`config.mk`:
```
export PLATFORM = sky130hd
export DESIGN_NAME = exu_oitf_param
export DESIGN_NICKNAME = d
export VERILOG_FILES = /design/src/rtl/exu_oitf_param.sv
export SDC_FILE = /design/constraint.sdc
export NUM_CORES = 1
export LEC_CHECK = 0
export CORE_MARGIN = 1
export CORE_UTILIZATION = 35
export CTS_CLUSTER_DIAMETER = 80
export DETAILED_ROUTE_END_ITERATION = 12
export GPL_TIMING_DRIVEN = 0
export PLACE_DENSITY = 0.67
export SLEW_MARGIN = 20
export SYNTH_ARGS = -nofsm -noshare
export SYNTH_HDL_FRONTEND = slang
export SYNTH_SLANG_ARGS = --single-unit
```
`constraint.sdc`:
```
create_clock -name clk -period 4.3 [get_ports clk]
set_input_delay 0.86 -clock clk [delete_from_list [all_inputs] [get_ports clk]]
set_output_delay 0.86 -clock clk [all_outputs]
set_load 0.01 [all_outputs]
```
`src/rtl/exu_oitf_param.sv`:
```
// exu_oitf_param: parametrised outstanding-instruction track FIFO with hazard match, flush and occupancy status
module exu_oitf_param #(
  parameter int DEPTH = 4,
  parameter int RFIDX_WIDTH = 5,
  localparam int ITAG_WIDTH = $clog2(DEPTH)
) (
  input  logic                   clk,
  input  logic                   rst,
  input  logic                   disp_ena,
  output logic                   disp_ready,
  output logic [ITAG_WIDTH-1:0]  disp_ptr,
  input  logic                   disp_i_rs1en,
  input  logic                   disp_i_rs2en,
  input  logic                   disp_i_rdwen,
  input  logic [RFIDX_WIDTH-1:0] disp_i_rs1idx,
  input  logic [RFIDX_WIDTH-1:0] disp_i_rs2idx,
  input  logic [RFIDX_WIDTH-1:0] disp_i_rdidx,
  output logic                   oitfrd_match_disprs1,
  output logic                   oitfrd_match_disprs2,
  output logic                   oitfrd_match_disprd,
  input  logic                   ret_ena,
  output logic [ITAG_WIDTH-1:0]  ret_ptr,
  output logic [RFIDX_WIDTH-1:0] ret_rdidx,
  output logic                   ret_rdwen,
  input  logic                   flush,
  output logic                   oitf_empty,
  output logic                   oitf_full,
  output logic [ITAG_WIDTH:0]    oitf_count
);
  logic [DEPTH-1:0]       r_vld;
  logic [DEPTH-1:0]       r_rdwen;
  logic [RFIDX_WIDTH-1:0] r_rdidx [DEPTH];
  logic [ITAG_WIDTH:0]    r_alc_ptr;
  logic [ITAG_WIDTH:0]    r_ret_ptr;
  logic                   w_alc;
  logic                   w_ret;
  logic                   w_hit1;
  logic                   w_hit2;
  logic                   w_hitd;
  logic [ITAG_WIDTH-1:0]  w_head;
  assign oitf_empty = r_alc_ptr == r_ret_ptr;
  assign oitf_full  = (r_alc_ptr ^ r_ret_ptr) == {1'b1, {ITAG_WIDTH{1'b0}}};
  assign oitf_count = r_alc_ptr - r_ret_ptr;
  assign disp_ready = !oitf_full;
  assign disp_ptr   = r_alc_ptr[ITAG_WIDTH-1:0];
  assign w_head     = r_ret_ptr[ITAG_WIDTH-1:0];
  assign ret_ptr    = w_head;
  assign ret_rdidx  = oitf_empty ? '0 : r_rdidx[w_head];
  assign ret_rdwen  = !oitf_empty & r_rdwen[w_head];
  assign w_alc      = disp_ena & disp_ready;
  assign w_ret      = ret_ena & !oitf_empty;
  // Alloc and retire never collide on one index: a same-cycle pair needs a non-full, non-empty FIFO
  always_ff @(posedge clk) begin
    if (rst) begin
      r_vld     <= '0;
      r_rdwen   <= '0;
      r_alc_ptr <= '0;
      r_ret_ptr <= '0;
    end else if (flush) begin
      r_vld     <= '0;
      r_ret_ptr <= r_alc_ptr;
    end else begin
      if (w_alc) begin
        r_vld[disp_ptr]   <= 1'b1;
        r_rdwen[disp_ptr] <= disp_i_rdwen & (disp_i_rdidx != '0);
        r_rdidx[disp_ptr] <= disp_i_rdidx;
        r_alc_ptr         <= r_alc_ptr + 1'b1;
      end
      if (w_ret) begin
        r_vld[w_head] <= 1'b0;
        r_ret_ptr     <= r_ret_ptr + 1'b1;
      end
    end
  end
  always_comb begin
    w_hit1 = 1'b0;
    w_hit2 = 1'b0;
    w_hitd = 1'b0;
    for (int i = 0; i < DEPTH; i++) begin
      w_hit1 |= r_vld[i] & r_rdwen[i] & (r_rdidx[i] == disp_i_rs1idx);
      w_hit2 |= r_vld[i] & r_rdwen[i] & (r_rdidx[i] == disp_i_rs2idx);
      w_hitd |= r_vld[i] & r_rdwen[i] & (r_rdidx[i] == disp_i_rdidx);
    end
  end
  assign oitfrd_match_disprs1 = w_hit1 & disp_i_rs1en & (disp_i_rs1idx != '0);
  assign oitfrd_match_disprs2 = w_hit2 & disp_i_rs2en & (disp_i_rs2idx != '0);
  assign oitfrd_match_disprd  = w_hitd & disp_i_rdwen & (disp_i_rdidx != '0);
endmodule

```
* Yosys cells after proc, flatten, opt, wreduce, memory -nomap -nowiden
Memory sizes are Yosys's and may differ from the RTL's. A register that Yosys moved wholly into a read port is not among the register bits.
Cells that the tools add are included.
** Cells by class
- Add/sub/neg operators :: 3
- $mul :: 0
- Divide/modulo/power cells :: 0
- Magnitude comparators :: 4
- Eq/ne operators :: 14
- Shift-type cells :: 0
- Mux-type cells :: 20
- Bitwise gates (word level) :: 40
- Reduce and logical (&&, ||, !) cells :: 10
** Operators by type and width (count)
- $eq A5 B5 Y1 :: 12
- $and A1 B1 Y1 :: 26
- $mux W4 :: 4
- $reduce_bool A5 Y1 :: 3
- $or A1 B1 Y1 :: 9
- $mux W1 :: 7
- $add A3 B1 Y3 const B :: 2
- $lt A2 B3 Y1 const B :: 2
- $mux W3 :: 2
- $mux W5 :: 1
- $and A4 B4 Y4 :: 1
- $bwmux W4 :: 1
- $demux W1 S2 :: 2
- $ge A2 B1 Y1 const B :: 2
- $mux W2 :: 2
- $not A4 Y4 :: 1
- $or A4 B4 Y4 :: 1
- $eq A3 B3 Y1 :: 1
- $eq A3 B3 Y1 const B :: 1
- $sub A3 B3 Y3 :: 1
- $xor A3 B3 Y3 :: 1
- $bmux W1 S2 :: 1
- $logic_and A1 B1 Y1 :: 2
- $logic_not A1 Y1 :: 2
- 4 further kinds :: 4
** Word-level totals
- Register bits :: 14
- Bits in latches :: 0
- Memory bits (writable) :: 20
- Memory bits (read-only) :: 0
- Input port bits :: 23
- Output and inout port bits :: 19
- Logic and storage cells :: 96
- Memories :: 1
** Memories
- r_rdidx :: depth 4, bits a word 5, rd ports 5, clocked after memory_dff 1, write ports 1, line 32 : logic [RFIDX_WIDTH-1:0] r_rdidx [DEPTH];

* Depth between registers and ports, before layout
Gate-level depths: netlist (run 1).
- Word-level depth :: 10
- Depth in mapped cells :: 7
- Depth with buffers taken out :: 7

* Worst setup path after synthesis (run 1)
Ideal clock, no wire load.
- Path type :: input to output
- From :: input disp_i_rdidx[2]
- To :: output oitfrd_match_disprd
- Arrival :: 1.897 ns
- Required time :: 3.440 ns
- Slack :: 1.543 ns
- Stages :: 4
- Path buffers :: 1
- Cell sequence :: clkbuf_1 > or4_1 > o21a_1 > and2_1
** Between the ends
- Longest elaborated chain between the ends :: 7
- Elaborated cells between the ends (all ways) :: 14
- Classes of those cells :: 4 x eq/ne; 9 x bitwise; 1 x reduce/logical
** RTL lines
- start, declared :: line 17 : input logic [RFIDX_WIDTH-1:0] disp_i_rdidx,
- $eq A5 B5 Y1 :: line 82 : w_hitd |= r_vld[i] & r_rdwen[i] & (r_rdidx[i] == disp_i_rdidx);
- $and A1 B1 Y1 :: line 82
- $or A1 B1 Y1 (3 in series) :: line 82
- $and A1 B1 Y1 :: line 87 : assign oitfrd_match_disprd = w_hitd & disp_i_rdwen & (disp_i_rdidx != '0);
- $and A1 B1 Y1 * :: line 87
- end, declared :: line 20 : output logic oitfrd_match_disprd,
Every way passes the cells marked *; elsewhere a longest branch is shown, timed or not.

* Worst setup path after layout (run 1)
- From :: input disp_i_rdidx[0]
- To :: output oitfrd_match_disprd
The elaborated chain is that of the path after synthesis.

==> flow_summary_export.csv, run 1 <==
group,metric,value,unit
outcome,status,"complete, no violations",
grt,grt_antenna_before_repair,0,
finish,area_delta_synth_final,21.2,%
setup_path,r2r_cells,6,
clocking,numCtsBuffers,5,
route,routedWlPerCell,15.9,um
min_path,hold_start,"r_rdwen[0]",
synthesis,synth_seq_area_share,0.370,
timing,rsz0062_at_grt,"no",
finish,final_nets,312,
setup_path,r2r_start,"r_alc_ptr[0]",
timing,fin_crit,3.98,ns
synthesis,synth_cell_types,36,
synthesis,ys_ff_latch,36,
timing,max_slew_margin,0.669,
finish,final_cell_area,3010,sq um
place,port_buffers,31,
floorplanning,fp-row-count,30,
setup_path,critPathArrivalTime,3.12,ns
route,vias,1895,
clocking,clock_latency,0.29,ns
grt,grt_start_max_net_pins,13,
synthesis,synth_cells,240,
job,maxCapViolations,0,
min_path,min_path_type,"reg2reg",
route,drt_pre_antenna_iters,4,
route,ant_nets,0,
timing,fin_setup_tns,0,ns
timing,fmax,252,MHz
floorplanning,die_h,86.3,um
timing,finalSetupViolCount,0,
floorplanning,dieWidth,86.3,um
floorplanning,start_util,0.364,
timing,tightest_slew,0.495,ns
clocking,hold_buffers,0,
setup_path,worst_ep_required_time,3.44,ns
clocking,tritoncts,"yes",
power,power,0.836,mW
finish,final_core_util,0.441,
clocking,clk_path_buf_depth,2,
finish,finalNonFillerCells,375,
place,dpl.hpwl,4690,um
clocking,postCtsResizedCells,0,
floorplanning,dieArea,7450,sq um
synthesis,synth_edf_count,20,
setup_path,worstSetupPathType,"in2out",
clocking,clock_sinks,36,
power,ir_drop,124,uV
clocking,root_buffer,"clkbuf_8",
timing,period_share,0.924,
synthesis,syn_nets,274,
setup_path,critPathLaunchType,"input pin",
grt,grt_pass1_wl,9580,um
min_path,whs_path_depth,2,
power,p_per_area,277,nW/um^2
route,viasPerCell,5.05,
clocking,clk_pin_slew_worst_paths,0.08,ns
setup_path,cp_max_fo,5,
setup_path,crit_start,"disp_i_rdidx[0]",
place,gp_congestion,0.842,
timing,hold_violations,0,
timing,report.final.slew_viol_count,0,
floorplanning,fp.coreArea,6830,sq um
setup_path,endpoint_kind,"output port",
route,drc,0,
clocking,post_cts_buffers,0,
clocking,cts_max_level,2,
grt,grt_overflow,0,
place,dpl_cell_area,2920,sq um
route,drt_iter0_drc,85,
synthesis,synthFlopType,"edfxtp_1",
grt,grtUsageTotal,0.167,
synthesis,syn_area_per_cell,10.4,sq um
power,leakage,1.08,nW
floorplanning,pin_count,42,
finish,drive_gt1_frac,0.0968,
grt,grt_pass1_vias,1862,
timing,fin_skew,0.0104,ns
synthesis,syn_area,2490,sq um
synthesis,synthArstFlopShare,0,
finish,diodes,0,
place,dp.cells,367,
route,wl,5970,um
synthesis,yosysWarningCount,0,
## sequential cells by signal, summed over array words and instances, names as in the netlist, named ones only
signal,cells
r_rdidx,20
r_rdwen,4
r_vld,4
r_alc_ptr,3
r_ret_ptr,3
## worst max-delay path, stage by stage
cell and delay, ns:
clkdlybuf4s50_1 0.56, clkbuf_1 0.30, xor2_1 0.11, nor4_1 0.33, nand4_1 0.13, nand4_1 0.12
and2_1 0.15, clkdlybuf4s50_1 0.54
## stage by stage
stage          worst slack, ns  hold WS [ns]
5_1_grt                  0.180         0.587
3_3_place_gp             0.325         0.539
3_5_place_dp             0.296         0.550
4_1_cts                  0.281         0.562
2_1_floorplan             1.54         0.472
6_report                 0.325         0.559
## where the power goes
part | internal (mW) | switching [mW] | leakage (nW)
combinational | 0.102 | 0.0972 | 0.726
sequential | 0.372 | 0.0144 | 0.311
clock | 0.130 | 0.120 | 0.0477
## cells by family (layout without fill, tap and decap cells)
group / Yosys count / after routing / share of synthesized area
muxes: 6 / 6 / 0.0543
and+or+nand+nor: 66 / 66 / 0.154
buffers and inverters: 33 / 72 / 0.0578
adders and majority gates: 11 / 11 / 0.0584
AOI/OAI and AO/OA: 22 / 22 / 0.0694
xor gates and xnor gates: 66 / 66 / 0.235
DFF: 36 / 36 / 0.370
## cell type report
type | instances | area, sq um
buffer | 23 | 106
fill | 666 | 3820
timing repair buffer | 31 | 310
clock inverter | 2 | 13.8
tap | 96 | 120
multi-input combinational | 171 | 1420
sequential | 36 | 921
clock buffer | 6 | 82.6
inverter | 10 | 37.5
## cell usage in the layout, fill, tap and decap left out, drive strengths merged, types with 5 or more instances in the layout
cell type      netlist  routed
clkdlybuf4s50        0      31
mux4                 6       6
nand3                5       5
xnor2               15      15
nor2b                6       6
ha                  10      10
inv                 10      11
xor2                51      51
nor2                 9       9
buf                 11      11
dfxtp               16      16
nand4               15      15
clkbuf              12      18
a21oi               10      10
edfxtp              20      20
nand2               10      10
nor4                12      12
## worst paths after layout
check                         to  slack [ns]
max          oitfrd_match_disprd        0.32
min                   r_rdwen[0]        0.56
min reg2reg           r_rdwen[0]        0.56
max reg2reg        r_rdidx[3][1]        2.35
## metal layers
| metal | track usage | wire (um) | part of all wire | up-vias |
|---|---|---|---|---|
| met3 | 0.0238 | 293 | 0.049 | 7 |
| met1 | 0.231 | 2750 | 0.46 | 915 |
| li1 | - | - | - | 917 |
| met2 | 0.264 | 2850 | 0.48 | 56 |
| met4 | 0.0667 | 78 | 0.013 | 0 |
| met5 | 0 | 0 | 0 | - |
## cells in the mapped netlist, types with 3 or more instances
cell / number / area, sq um
xor2_1: 50 / 438
edfxtp_1: 20 / 601
dfxtp_1: 16 / 320
nand4_1: 15 / 93.8
xnor2_1: 15 / 131
clkbuf_1: 12 / 45.0
nor4_1: 12 / 75.1
a21oi_1: 10 / 50.1
ha_1: 10 / 125
nand2_1: 10 / 37.5
inv_1: 9 / 33.8
nor2_1: 8 / 30.0
mux4_2: 6 / 135
nor2b_1: 6 / 37.5
buf_1: 5 / 18.8
buf_4: 5 / 37.5
and3_1: 4 / 25.0
nand3_1: 4 / 20.0
a211oi_1: 3 / 22.5
(Power assumes the default switching activity.)
==> inputs of run 2 (changes only) <==
==> constraint.sdc (replaced) <==
create_clock -name clk -period 4.3 [get_ports clk]
set_input_delay 0.645 -clock clk [delete_from_list [all_inputs] [get_ports clk]]
set_output_delay 0.645 -clock clk [all_outputs]
set_load 0.01 [all_outputs]
==> results of run 2 <==
The final DEF is identical to that of run 1. Status: complete, no violations.
Among the figures that moved: setup slack after placement 0.296 ns -> 0.726 ns; setup slack after layout 0.325 ns -> 0.755 ns
==> inputs of run 3 (changes only) <==
Clock period 4.3 ns to 3.5 ns, I/O delays scaled along.
==> results of run 3 <==
The final DEF is identical to that of run 1. Status: complete, no violations.
Among the figures that moved: setup slack after placement 0.296 ns -> 0.166 ns; setup slack after layout 0.325 ns -> 0.195 ns; register-to-register setup slack 2.35 ns -> 1.55 ns; total power 0.836 mW -> 1.03 mW; worst IR drop on VDD 124 uV -> 153 uV
